### src/rtl/serial_subtractor.sv
// rtl/serial_subtractor.sv - bit-serial a - b - bin using one full-subtractor cell, LSB first
module serial_subtractor #(
  parameter int WIDTH = 8
) (
  input  logic             clk,
  input  logic             rst_n,
  input  logic             start,
  input  logic [WIDTH-1:0] a,
  input  logic [WIDTH-1:0] b,
  input  logic             bin,
  output logic             busy,
  output logic             done,
  output logic [WIDTH-1:0] diff,
  output logic             bout,
  output logic             ovf
);

  localparam int CW = $clog2(WIDTH);
  localparam logic [CW-1:0] LAST = CW'(WIDTH - 1);

  localparam logic [1:0] IDLE  = 2'd0;
  localparam logic [1:0] SHIFT = 2'd1;
  localparam logic [1:0] DONE  = 2'd2;

  logic [1:0]       state;
  logic [WIDTH-1:0] sa, sb, sd, sd_next;
  logic             br, bmsb;
  logic [CW-1:0]    cnt;
  logic             x, y, d, bo;

  assign x = sa[0];
  assign y = sb[0];

  always_comb begin
    d  = x ^ y ^ br;
    bo = (~x & y) | (~(x ^ y) & br);
  end

  // difference bits enter at the top so the LSB lands at bit 0 after WIDTH shifts
  assign sd_next = WIDTH'({d, sd} >> 1);

  assign busy = (state == SHIFT);
  assign done = (state == DONE);

  always_ff @(posedge clk or negedge rst_n) begin
    if (!rst_n) begin
      state <= IDLE;
      sa    <= '0;
      sb    <= '0;
      sd    <= '0;
      br    <= 1'b0;
      bmsb  <= 1'b0;
      cnt   <= '0;
      diff  <= '0;
      bout  <= 1'b0;
      ovf   <= 1'b0;
    end else begin
      case (state)
        IDLE: begin
          if (start) begin
            sa    <= a;
            sb    <= b;
            br    <= bin;
            bmsb  <= b[WIDTH-1];
            cnt   <= '0;
            state <= SHIFT;
          end
        end
        SHIFT: begin
          sa  <= sa >> 1;
          sb  <= sb >> 1;
          sd  <= sd_next;
          br  <= bo;
          cnt <= cnt + 1'b1;
          if (cnt == LAST) begin
            // on this edge x is still the original a[MSB]
            diff  <= sd_next;
            bout  <= bo;
            ovf   <= (x != bmsb) && (d != x);
            state <= DONE;
          end
        end
        DONE:    state <= IDLE;
        default: state <= IDLE;
      endcase
    end
  end

endmodule

### config.mk
export PLATFORM = sky130hd
export DESIGN_NAME = serial_subtractor
export DESIGN_NICKNAME = d
export VERILOG_FILES = /design/src/rtl/serial_subtractor.sv
export SDC_FILE = /design/constraint.sdc
export NUM_CORES = 1
export LEC_CHECK = 0
export BUFFER_PORTS_ARGS = -buffer_cell sky130_fd_sc_hd__buf_2
export CAP_MARGIN = 20
export CORE_UTILIZATION = 45
export DETAILED_ROUTE_END_ITERATION = 6
export GPL_TIMING_DRIVEN = 0
export HOLD_SLACK_MARGIN = 0.02
export PLACE_DENSITY = 0.69
export SYNTH_ARGS = -nofsm -noshare
export SYNTH_HDL_FRONTEND = slang
export SYNTH_SLANG_ARGS = --single-unit
export TNS_END_PERCENT = 50
### constraint.sdc
create_clock -name clk -period 1.46 [get_ports clk]
set_input_delay 0.365 -clock clk [delete_from_list [all_inputs] [get_ports clk]]
set_output_delay 0.365 -clock clk [all_outputs]
set_load 0.01 [all_outputs]
### Word level (Yosys, flattened, before mapping)

Index checks and enable logic that the tools add are counted.

| word-level totals | value |
|---|---|
| register bits after elaboration | 41 |
| latch bits | 0 |
| memory bits (writable) | 0 |
| ROM bits | 0 |
| input port bits | 20 |
| word-level logic and storage cells | 43 |
| memories kept | 0 |

| operators by class | value |
|---|---|
| $add $sub $neg | 1 |
| multipliers | 0 |
| div/mod/pow operators | 0 |
| magnitude comparators | 0 |
| equality and inequality tests | 7 |
| shift operators | 0 |
| muxes and demuxes | 11 |
| bitwise operators | 7 |
| reductions and logical operators | 7 |

Operator list:

| operator | count |
|---|---|
| one-hot mux 8 bit (2 select lines) | 2 |
| 2-to-1 mux 8 bit | 2 |
| AND reduction 2 bit | 4 |
| one-hot mux 3 bit (2 select lines) | 1 |
| 2-to-1 mux 2 bit | 2 |
| one-hot mux 2 bit (2 select lines) | 1 |
| adder 3 x 1 -> 3 bit (second input constant) | 1 |
| == test 3 bit (second input constant) | 1 |
| 2-to-1 mux 3 bit | 1 |
| bitwise AND 1 bit | 2 |
| == test 2 x 1 -> 1 bit (second input constant) | 1 |
| == test 2 bit (second input constant) | 1 |
| zero test 2 bit | 1 |
| != test 1 bit | 2 |
| != test 2 x 1 -> 1 bit (second input constant) | 1 |
| != test 2 bit (second input constant) | 1 |
| inverter 1 bit | 2 |
| one-hot mux 1 bit (2 select lines) | 1 |
| nonzero test 2 bit | 1 |
| XOR 1 bit | 2 |
| logical AND 1 bit | 1 |
| 2-to-1 mux 1 bit | 1 |
| OR 1 bit | 1 |

### Longest topological paths before layout

| logic depth | value |
|---|---|
| depth in word-level cells | 5 |
| depth in mapped cells | 6 |

### Worst setup path before layout

No wires, ideal clock.

| timing | value |
|---|---|
| path kind | flip-flop to flip-flop |
| from | reg cnt[0] |
| to | reg diff[3] |
| setup time | 125 ps |
| arrival | 1393 ps |
| path slack | -57 ps |
| cell stages (with the launch flop) | 6 |
| buffers on the path | 1 |
| clock period less this slack | 1517 ps |
| cell sequence | dfrtp_1 ha_1 ha_1 nand3b_4 buf_2 mux2_2 |

| on the way | value |
|---|---|
| cells in the longest elaborated chain, start to end | 2 |

RTL lines:

| what | line | text |
|---|---|---|
| start, declared | 28 | `logic [CW-1:0] cnt;` |
| start signal, assigned | 74 | `cnt <= cnt + 1'b1;` |
| == test 3 bit | 75 | `if (cnt == LAST) begin` |
| AND reduction 2 bit (no line) | -- |  |
| end signal, assigned | 77 | `diff <= sd_next;` |
| end, declared | 13 | `output logic [WIDTH-1:0] diff,` |

Every way passes these cells.
A chain may end at the register's enable or synchronous reset.

### Final worst setup path

| timing | value |
|---|---|
| from | reg state[1] |
| to | out done |

| on the way | value |
|---|---|
| cells in the longest elaborated chain, start to end | 1 |

RTL lines:

| what | line | text |
|---|---|---|
| start, declared | 25 | `logic [1:0] state;` |
| start signal, assigned | 47 | `state <= IDLE;` |
| start signal, assigned | 66 | `state <= SHIFT;` |
| start signal, assigned | 80 | `state <= DONE;` |
| == test 2 bit | 43 | `assign done = (state == DONE);` |
| end, declared | 12 | `output logic done,` |

Every way passes these cells.

==> results.toml <==
[placed_design]
gp_congestion = 0.766
place_ws_ns = -0.0576
numPortBuffers = 31
dp_hpwl_microns = 2190

[finish]
final_common_cell = "nand2_1"
layout.nets = 225
final_cell_mix = "40 x nand2_1, 39 x dfrtp_1, 30 x buf_2"
n_antenna_cell = 0
drive_gt1_frac = 0.347
syn_to_final_growth_pct = 26.5

[sta]
finClkSkew_ns = 0.00858
worst_slew_pin_slew_ns = 0.849
finalCritPeriodShare = 0.997
maxSlewViolCount = 0
finalWorstSetupSlack_ns = 0.00408
slew_headroom = 0.434
hold_viol = 0
setup_viol = 0
min_period_ns = 1.46
rsz0062_at_grt = "yes"
fmax_mhz = 687
tns_ns = 0

[clock_network]
clockBufferDepth = 2
root_buffer = "clkbuf_8"
cts.htree.levels = 2
hold_buffers = 0
clk-insertion-delay-late_ns = 0.29
cts_tree = "done"
clk_pin_slew_ns = 0.08
cts_buffers = 5
clkSinkCount = 40

[grt]
antenna_found_initial = 0
grt_max_degree = 41
gr-total-overflow = 0
grtUsageTotal = 0.180
first_global_vias = 1247
grt_pass1_wl_microns = 5520

[routing]
wire_per_inst_microns = 12.9
ant_nets = 0
vias_per_cell = 5.00
vias = 1249
drt-pass1-iter-count = 4
wirelength_microns = 3240
drt-initial-drc-count = 52
post-route-drc-count = 0

[synth]
async_flop_share = 1.00
synth-seq-cells = 40
syn_area_sq_mm = 0.00177
ys_warn_count = 0
ys.flop_type = "dfrtp_1"
synth_cell_types = 26
ys_seq_area_frac = 0.567
synth-edff-count = 0
synth_nets = 181
syn_inst = 158
postSynthAreaPerCell_sq_um = 11.2

[hold_path]
hold_path_class = "in2async"

[worst_setup_path]
end_kind = "output port"
startpoint_type = "flip-flop"
path_max_fanout = 8
crit_required_ns = 1.10
cp.arrival_ns = 1.09
critPathKind = "reg2out"

[pwr]
p_leak_uw = 0.00108
p_per_area_mw_per_mm2 = 2200
peakVddDrop_uv = 837

[job]
drv_cap = 0

[die]
ioPinCount = 32
num_rows = 22
initial_core_util = 0.475
dieArea_sq_mm = 0.00418
die_h_microns = 64.6
die_w_microns = 64.6
core_area_sq_mm = 0.00372

[outcome]
status = "complete, no violations"
-- synth_stat cells, types with 2 or more instances --
| master | instances | area share |
|---|---|---|
| a21oi_1 | 4 | 0.011 |
| a22o_1 | 2 | 0.0099 |
| buf_2 | 2 | 0.0057 |
| buf_4 | 2 | 0.0085 |
| dfrtp_1 | 40 | 0.57 |
| ha_1 | 2 | 0.014 |
| inv_1 | 4 | 0.0085 |
| mux2_2 | 8 | 0.051 |
| mux2i_1 | 15 | 0.085 |
| nand2_1 | 40 | 0.085 |
| nor2b_1 | 6 | 0.021 |
| nor3b_1 | 2 | 0.0085 |
| o21ai_0 | 7 | 0.020 |
| o21ai_1 | 12 | 0.034 |
-- path summary, 6_finish.rpt --
path | start | endpoint | slack (ns) | cells past startpoint
worst min-delay path | rst_n | sd[6] | 0.17 | 1
max in group asynchronous | rst_n | state[1] | 0.70 | 1
min in group clk | b[7] | bmsb | 0.31 | 2
worst max register to register | sb[0] | ovf | 0.04 | 5
worst min register to register | sd[1] | sd[1] | 0.48 | 2
worst max-delay path | state[1] | done | 0.004 | 3
-- sequential cells by signal (all words and copies together), names as in the netlist --
name,count
sa,8
sd,7
bout,1
ovf,1
bmsb,1
diff,8
state,2
br,1
sb,8
cnt,3
-- critical path: stages, from the launching register on --
cell	delay (ns)
dfrtp_2	0.43
buf_6	0.14
nor2b_4	0.12
buf_6	0.11
-- final cells by class --
type,count,area (sq um)
Timing Repair Buffer,38,236
Inverter,5,26.3
Multi-Input combinational cell,105,711
Buffer,7,68.8
Clock buffer,5,68.8
Sequential cell,40,1000
Clock inverter,2,60.1
Fill cell,304,1480
Tap cell,48,60.1
-- logic make-up after synthesis --
| logic type | after synthesis | share of synthesized area |
|---|---|---|
| buffers and inverters | 13 | 0.0475 |
| adders and majority gates | 3 | 0.0255 |
| and+or+nand+nor | 51 | 0.132 |
| muxes | 24 | 0.142 |
| DFF | 40 | 0.567 |
| AOI/OAI and AO/OA | 27 | 0.0858 |
-- repair_timing --
action / CTS / global route
gates resized for setup: 12 / 7
buffers inserted: 7 / 0
pin swaps: 2 / 1
setup endpoints to repair: 9 / 20
-- through the flow --
step	util	power [uW]	hold slack, ns	instance area [sq um]	instances
final	0.601	4910	0.172	2230	250
after global routing	0.601	5300	0.247	2230	250
after CTS	0.599	4960	0.202	2230	251
after detailed placement	0.535	3690	0.468	1990	237
after global placement	0.535	3590	0.454	1990	237
after floorplan	-	3190	0.0694	1770	158
-- power breakdown --
group / internal, uW / switching, uW
sequential: 1610 / 279
clock: 673 / 372
combinational: 1000 / 979
-- per-layer routing --
layer	GRT usage	share of wire
met1	0.215	0.44
met5	0	0
met2	0.299	0.48
met4	0.100	0.025
met3	0.0387	0.048
(Power assumes the default switching activity.)
